$ cat config.mk
export PLATFORM = sky130hd
export DESIGN_NAME = prng_lfsr80_rnd_flat
export DESIGN_NICKNAME = d
export VERILOG_FILES = /design/src/rtl/prng_lfsr80_rnd_if.sv /design/src/rtl/prng_lfsr80_rnd.sv /design/src/flat_wrapper.sv
export SDC_FILE = /design/constraint.sdc
export NUM_CORES = 1
export LEC_CHECK = 0
export CELL_PAD_IN_SITES_DETAIL_PLACEMENT = 1
export CELL_PAD_IN_SITES_GLOBAL_PLACEMENT = 1
export CORE_UTILIZATION = 49
export CTS_BUF_LIST = sky130_fd_sc_hd__clkbuf_8
export DETAILED_ROUTE_END_ITERATION = 6
export GPL_ROUTABILITY_DRIVEN = 0
export MAX_ROUTING_LAYER = met4
export PLACE_DENSITY = 0.9
export SLEW_MARGIN = 25
export SYNTH_ARGS = -nofsm -noshare
export SYNTH_HDL_FRONTEND = slang
export SYNTH_SLANG_ARGS = --single-unit
$ cat constraint.sdc
create_clock -name clk -period 2.1 [get_ports clk]
set_input_delay 0.21 -clock clk [delete_from_list [all_inputs] [get_ports clk]]
set_output_delay 0.21 -clock clk [all_outputs]
set_load 0.01 [all_outputs]
$ cat src/rtl/prng_lfsr80_rnd_if.sv
// Handshake bundle between the randomness source and its seeding/consuming logic.
// RND must match the security_order-derived width of the attached prng_lfsr80_rnd.
interface prng_lfsr80_rnd_if #(
    parameter int RND = 1
) ();
    logic           reseed;
    logic [15:0]    seed_in;
    logic           seed_valid;
    logic           seed_ready;
    logic [RND-1:0] r;
    logic           rnd_valid;
    logic           rnd_ready;

    modport master (
        output reseed,
        output seed_in,
        output seed_valid,
        output rnd_ready,
        input  seed_ready,
        input  r,
        input  rnd_valid
    );

    modport slave (
        input  reseed,
        input  seed_in,
        input  seed_valid,
        input  rnd_ready,
        output seed_ready,
        output r,
        output rnd_valid
    );
endinterface

$ cat src/rtl/prng_lfsr80_rnd.sv
// Seeded 80-bit Fibonacci LFSR delivering RND fresh bits per consumer handshake
// for the r input of an HPC2 masked AND gadget.
module prng_lfsr80_rnd #(
    parameter int security_order = 1,
    parameter int WARMUP         = 160
) (
    input  logic              clk,
    input  logic              rst_n,
    prng_lfsr80_rnd_if.slave  bus
);
    localparam int RND = security_order * (security_order + 1) / 2;
    localparam int WCW = (WARMUP > 1) ? $clog2(WARMUP + 1) : 1;

    typedef enum logic [1:0] {
        LOAD = 2'd0,
        WARM = 2'd1,
        RUN  = 2'd2
    } state_t;

    state_t         state_q, state_d;
    logic [79:0]    s_q, s_d;
    logic [2:0]     word_q, word_d;
    logic [WCW-1:0] warm_q, warm_d;

    // chain[i] is the state after i single steps; chain[RND] is one full advance.
    logic [79:0] chain [RND+1];
    logic [79:0] seed_shift;
    logic [79:0] seed_load;

    assign chain[0] = s_q;

    generate
        for (genvar gi = 0; gi < RND; gi++) begin : g_step
            assign chain[gi+1] = {chain[gi][78:0],
                                  chain[gi][79] ^ chain[gi][78] ^ chain[gi][42] ^ chain[gi][41]};
        end
        for (genvar gi = 0; gi < RND; gi++) begin : g_out
            assign bus.r[gi] = s_q[79-gi];
        end
    endgenerate

    assign seed_shift = {s_q[63:0], bus.seed_in};

    always_comb begin
        seed_load = seed_shift;
        // An all-zero state would lock the LFSR forever.
        if (word_q == 3'd4 && seed_shift == 80'd0) begin
            seed_load = 80'd1;
        end
    end

    assign bus.seed_ready = (state_q == LOAD);
    assign bus.rnd_valid  = (state_q == RUN);

    always_comb begin
        state_d = state_q;
        s_d     = s_q;
        word_d  = word_q;
        warm_d  = warm_q;
        if (bus.reseed) begin
            state_d = LOAD;
            word_d  = 3'd0;
            warm_d  = '0;
        end else begin
            case (state_q)
                LOAD: begin
                    if (bus.seed_valid) begin
                        s_d = seed_load;
                        if (word_q == 3'd4) begin
                            word_d = 3'd0;
                            if (WARMUP > 0) begin
                                state_d = WARM;
                                warm_d  = WCW'(WARMUP);
                            end else begin
                                state_d = RUN;
                            end
                        end else begin
                            word_d = word_q + 3'd1;
                        end
                    end
                end
                WARM: begin
                    s_d    = chain[RND];
                    warm_d = warm_q - WCW'(1);
                    if (warm_q <= WCW'(1)) begin
                        state_d = RUN;
                    end
                end
                RUN: begin
                    if (bus.rnd_ready) begin
                        s_d = chain[RND];
                    end
                end
                default: begin
                    state_d = LOAD;
                    word_d  = 3'd0;
                end
            endcase
        end
    end

    always_ff @(posedge clk or negedge rst_n) begin
        if (!rst_n) begin
            state_q <= LOAD;
            s_q     <= '0;
            word_q  <= '0;
            warm_q  <= '0;
        end else begin
            state_q <= state_d;
            s_q     <= s_d;
            word_q  <= word_d;
            warm_q  <= warm_d;
        end
    end
endmodule

$ cat src/flat_wrapper.sv
// flat-port wrapper written by rule: the top's interface ports become plain ports
module prng_lfsr80_rnd_flat 
#(
    parameter int security_order = 1,
    parameter int WARMUP         = 160
)
  (clk, rst_n, bus_reseed, bus_seed_in, bus_seed_valid, bus_rnd_ready, bus_seed_ready, bus_r, bus_rnd_valid);
  prng_lfsr80_rnd_if #(.RND(1)) bus_i ();
  input  logic clk;
  input  logic rst_n;
  input wire logic [$bits(bus_i.reseed)-1:0] bus_reseed;
  input wire logic [$bits(bus_i.seed_in)-1:0] bus_seed_in;
  input wire logic [$bits(bus_i.seed_valid)-1:0] bus_seed_valid;
  input wire logic [$bits(bus_i.rnd_ready)-1:0] bus_rnd_ready;
  output wire logic [$bits(bus_i.seed_ready)-1:0] bus_seed_ready;
  output wire logic [$bits(bus_i.r)-1:0] bus_r;
  output wire logic [$bits(bus_i.rnd_valid)-1:0] bus_rnd_valid;
  assign bus_i.reseed = bus_reseed;
  assign bus_i.seed_in = bus_seed_in;
  assign bus_i.seed_valid = bus_seed_valid;
  assign bus_i.rnd_ready = bus_rnd_ready;
  assign bus_seed_ready = bus_i.seed_ready;
  assign bus_r = bus_i.r;
  assign bus_rnd_valid = bus_i.rnd_valid;
  prng_lfsr80_rnd #(.security_order(security_order), .WARMUP(WARMUP)) u_core (.clk(clk), .rst_n(rst_n), .bus(bus_i));
endmodule
## Word-level counts from Yosys, hierarchy flattened

Cells that the tools add are included.

| storage, ports and cells | value |
|---|---|
| register bits | 93 |
| bits in latches | 0 |
| memory bits (writable) | 0 |
| ROM bits | 0 |
| output and inout bits | 3 |
| logic and storage cells | 48 |
| memories kept | 0 |

| operators by class | value |
|---|---|
| $add $sub $neg | 2 |
| $mul | 0 |
| divide/modulo/power cells | 0 |
| $lt $le $gt $ge | 1 |
| equality and inequality tests | 10 |
| shift operators | 0 |
| muxes and demuxes | 17 |
| bitwise operators | 4 |
| reduce and logical (&&, ||, !) cells | 10 |

Operators by type and width:

| operator | count |
|---|---|
| 80-bit 2-to-1 mux | 3 |
| 80-bit one-hot mux with 3 select lines | 1 |
| 80-bit zero test | 1 |
| 8-bit 2-to-1 mux | 3 |
| 8-bit one-hot mux with 2 select lines | 1 |
| 3-bit 2-to-1 mux | 3 |
| 8-bit by 1-bit less-or-equal comparator with 1-bit output, second input constant | 1 |
| 2-bit 2-to-1 mux | 4 |
| 4-bit AND reduction | 2 |
| 8-bit by 1-bit subtractor with 8-bit output, second input constant | 1 |
| 2-bit inequality test, second input constant | 3 |
| 3-bit by 2-bit inequality test with 1-bit output, second input constant | 2 |
| 2-bit one-hot mux with 3 select lines | 1 |
| 3-bit one-hot mux with 2 select lines | 1 |
| 3-bit nonzero test | 2 |
| 3-bit by 1-bit adder with 3-bit output, second input constant | 1 |
| 3-bit == test, second input constant | 1 |
| 3-bit inequality test, second input constant | 1 |
| 3-bit AND reduction | 1 |
| 1-bit bitwise XOR | 3 |
| 2-bit by 1-bit == test with 1-bit output, second input constant | 1 |
| 2-bit == test, second input constant | 1 |
| 2-bit zero test | 1 |
| 2-bit by 1-bit inequality test with 1-bit output, second input constant | 1 |
| 4 further kinds | 4 |

## Longest topological paths before layout

| logic depth | value |
|---|---|
| depth in word-level cells | 5 |
| gate-level depth with buffers | 9 |
| mapped depth without buffers | 7 |

## Worst setup path before layout

No wires, ideal clock.

| path | value |
|---|---|
| path kind | reg2reg |
| from | register u_core.state_q[0] |
| to | register u_core.s_q[0] |
| arrival | 1663 ps |
| data required time | 2024 ps |
| path slack | 360 ps |
| stages on the path, launching flop included | 10 |
| path buffers | 2 |
| clock period less this slack | 1740 ps |
| cell sequence | dfrtp_1 -> inv_1 -> ha_1 -> nor2b_1 -> nor3_2 -> o21ai_2 -> buf_4 -> buf_6 -> a21o_1 -> o21ai_1 |

| between the ends | value |
|---|---|
| cells in the longest elaborated chain, start to end | 3 |

RTL lines:

| element | line | text |
|---|---|---|
| start: declaration | prng_lfsr80_rnd.sv:20 | `state_t state_q, state_d;` |
| start signal: assignment | prng_lfsr80_rnd.sv:109 | `state_q <= state_d;` |
| 2-bit zero test * | -- |  |
| named net bus_seed_ready | flat_wrapper.sv:15 | `output wire logic [$bits(bus_i.seed_ready)-1:0] bus_seed_ready;` |
| 2-bit inequality test (no source line) or 3-bit nonzero test (tied branches) | -- |  |
| 4-bit AND reduction (no source line) | -- |  |
| end signal: assignment | prng_lfsr80_rnd.sv:105 | `s_q <= '0;` |
| end signal: assignment | prng_lfsr80_rnd.sv:110 | `s_q <= s_d;` |
| end: declaration | prng_lfsr80_rnd.sv:21 | `logic [79:0] s_q, s_d;` |

Mark *: on every way through the listed nets, which the timed path passes. The rest lies on a longest branch.
A chain may end at the register's enable or synchronous reset.

## Final worst setup path

| path | value |
|---|---|
| from | register u_core.state_q[0] |
| to | register u_core.s_q[50] |

| between the ends | value |
|---|---|
| cells in the longest elaborated chain, start to end | 3 |

RTL lines:

| element | line | text |
|---|---|---|
| 2-bit == test (tied with other cells) | prng_lfsr80_rnd.sv:65 | `case (state_q)` |
| 2-bit inequality test (no source line) or 3-bit nonzero test (tied branches) | -- |  |
| 4-bit AND reduction (no source line) | -- |  |

Parallel ways exist; a longest one is shown, timed or not.

==> impl_metrics.ini <==
[floorplan]
core.rowCount = 35
core_area_mm2 = 0.00928
die_h_um = 100
die_area_mm2 = 0.0100
initial_core_util = 0.508
ioPinCount = 24
die_w_um = 100

[logic_synthesis]
syn-num-nets = 503
sequential_element_share_of_the_synthesized_area = 0.494
ys_seq_elements = 93
syn_inst = 473
postSynthAreaPerCell_um2 = 9.96
synth.distinct_cells = 38
synth_edf_count = 0
dominant_synthesized_flop_cell = sky130_fd_sc_hd__dfrtp_1
netlist_area_mm2 = 0.00471
synth-warning-count = 0
ys_async_sr_fraction = 1.00

[routing]
drcViolationCount = 0
detail_route.wirelength_um = 13400
drtIter0Drc = 207
viasPerCell = 5.93
detail_route.wl_per_cell_um = 21.3
drt_first_pass_iters = 4
ant_nets = 0
route.vias.total = 3738

[timing]
count_of_final_max_slew_check_failures = 0
setup_violating_endpoint_count_in_the_final_report = 0
min_period_over_period = 0.962
max-slew-margin-rel = 0.608
maxClockFrequency_mhz = 495
tightestPinTransition_ns = 0.588
hold_violations = 0
hold_ws_ns = 0.382
post-route-min-period_ns = 2.02
grt_setup_unrepaired = true
finalWorstSetupSlack_ns = 0.0789
finClkSkew_ns = 0.0107
finalSetupTns_ns = 0

[worst_setup_path]
path_cells = inv_1 > ha_1 > inv_1 > o21ai_4 > buf_4 > nand2_1 > o21ai_0
worst_path_largest_cell_delay_ns = 0.43
crit_path_start_kind = register
crit_path_max_fanout = 28
ff2ff_setup_slack_ns = 0.08
crit_type = register to register
worst-endpoint-arrival_ns = 2.29
critical_path.slowest_cell = sky130_fd_sc_hd__dfrtp_1
crit_required_ns = 2.37
most_frequent_cell_on_critical_path = sky130_fd_sc_hd__inv_1
timing.critical_path.to_type = register

[grt]
first_pass_grt_wire_length_um = 21800
grt_pass1_vias = 4044
gr-usage-all-layers = 0.300
grt_start_max_net_pins = 46
grt_overflow_total = 0
antenna_found_initial = 0

[clocking]
cts_tree = yes
cts_root_buf = sky130_fd_sc_hd__clkbuf_8
clkSlewWorstSetupHoldPaths_ns = 0.10
tritoncts.num_buffers = 9
htree_levels = 3
numClockSinks = 93
worst_skew_pair.late_latency_ns = 0.37
clock_path_buffers = 2

[min_path]
holdCritPathClass = input port to asynchronous set/reset pin

[cells_and_area]
diodes = 0
area_growth_from_synthesis_to_layout_pct = 14.3
sequential_cell_area_mm2 = 0.00233
finished_layout_cell_area_mm2 = 0.00539
final-instance-count-excl-fill = 630
drive_above_1_share = 0.0838
final_util = 0.580
multi_input_gate_area_mm2 = 0.00223
fill_cells = 1028
design.final.nets = 527

[run]
max-cap-violations = 0

[pwr]
max-vdd-ir-drop_v = 0.000812
fin_total_pwr_mw = 8.97
p_leak_nw = 2.36
power.density_mw_per_mm2 = 1670

[status]
outcome = complete, no violations

[placed_design]
placed_cells = 610
port_buffers = 23
place_hpwl_um = 8540
pre_cts_ws_ns = -0.104
dpl-instance-area_mm2 = 0.00513
-- routing by layer --
layer | global-route usage | part of all wire
met5 | - | 0
met4 | 0.191 | 0.048
met3 | 0.0404 | 0.043
met2 | 0.482 | 0.49
met1 | 0.358 | 0.42
-- worst max-delay path: cells and delay by family, from the launching register on --
kind	cells	cell delay [ns]
AO/OA/AOI/OAI	2	0.47
adder cells (fa/ha/maj)	1	0.24
AND/OR/NAND/NOR	1	0.09
buffers and inverters	3	0.68
flip-flops	1	0.43
-- report_power, final --
group / switching (mW) / internal (mW)
clock: 0.682 / 0.582
combinational: 2.31 / 1.93
sequential: 0.935 / 2.53
total: 3.93 / 5.04
-- kinds of logic after synthesis --
group,synth area share
AND/OR/NAND/NOR,0.136
AO/OA/AOI/OAI,0.117
flip-flops,0.494
multiplexers,0.174
buffers and inverters,0.0414
adder cells (fa/ha/maj),0.0239
XOR/XNOR,0.0130
-- timing repair --
item,CTS,global route
hold buffers,1,0
pin swaps,1,1
endpoints found under the setup margin,29,21
gates cloned,1,0
hold endpoints to repair,43,0
setup buffers,2,1
gates resized for setup,1,2
-- area by class of cell --
| class | count | share of cell area |
|---|---|---|
| clock buffer | 10 | 0.0256 |
| inverter | 9 | 0.00627 |
| timing repair buffer | 40 | 0.0804 |
| sequential | 93 | 0.432 |
| multi-input combinational | 344 | 0.415 |
| tap | 129 | 0.0300 |
| clock inverter | 5 | 0.0111 |
-- cell usage after synthesis (all sizes together) (4+ instances only) --
cell / number / area share
mux2i: 81 / 0.17
nor3: 8 / 0.0096
nand3: 4 / 0.0042
a21oi: 4 / 0.0050
nand2: 88 / 0.070
xor2: 6 / 0.011
dfrtp: 93 / 0.49
nand4: 4 / 0.0053
o21ai: 88 / 0.094
ha: 9 / 0.024
clkbuf: 7 / 0.0058
nor4: 20 / 0.027
nor2: 14 / 0.011
inv: 9 / 0.0072
buf: 21 / 0.028
-- worst paths after layout --
kind | startpoint | end | cells after the start
setup reg to reg | u_core.state_q[0]$_DFFE_PN0P_ | u_core.s_q[50]$_DFFE_PN0P_ | 7
setup / recovery | u_core.state_q[0]$_DFFE_PN0P_ | u_core.s_q[50]$_DFFE_PN0P_ | 7
hold reg to reg | u_core.s_q[76]$_DFFE_PN0P_ | u_core.s_q[76]$_DFFE_PN0P_ | 2
hold / removal | rst_n | u_core.warm_q[1]$_DFFE_PN0P_ | 2
min in group clk | u_core.s_q[76]$_DFFE_PN0P_ | u_core.s_q[76]$_DFFE_PN0P_ | 2
max in group asynchronous | rst_n | u_core.s_q[66]$_DFFE_PN0P_ | 3
-- state kept, by name (all words and copies together), names as in the netlist --
register        count
u_core.warm_q       8
u_core.s_q         80
u_core.state_q      2
u_core.word_q       3
-- cell usage in the layout, fill, tap and decap left out, types with 2 or more instances in the layout --
cell type and instances:
sky130_fd_sc_hd__nand3_1 4, sky130_fd_sc_hd__buf_4 11, sky130_fd_sc_hd__o21ai_0 85, sky130_fd_sc_hd__o21ai_1 2, sky130_fd_sc_hd__ha_1 8, sky130_fd_sc_hd__nand4_1 4
sky130_fd_sc_hd__xor2_1 6, sky130_fd_sc_hd__mux2i_1 81, sky130_fd_sc_hd__nor2_1 14, sky130_fd_sc_hd__nand2_1 88, sky130_fd_sc_hd__buf_12 6, sky130_fd_sc_hd__inv_1 9
sky130_fd_sc_hd__clkbuf_8 10, sky130_fd_sc_hd__clkdlybuf4s50_1 22, sky130_fd_sc_hd__a211oi_1 2, sky130_fd_sc_hd__nor3_1 7, sky130_fd_sc_hd__nor4_1 19, sky130_fd_sc_hd__a21oi_1 3
sky130_fd_sc_hd__dfrtp_1 93
(Power assumes the default switching activity.)
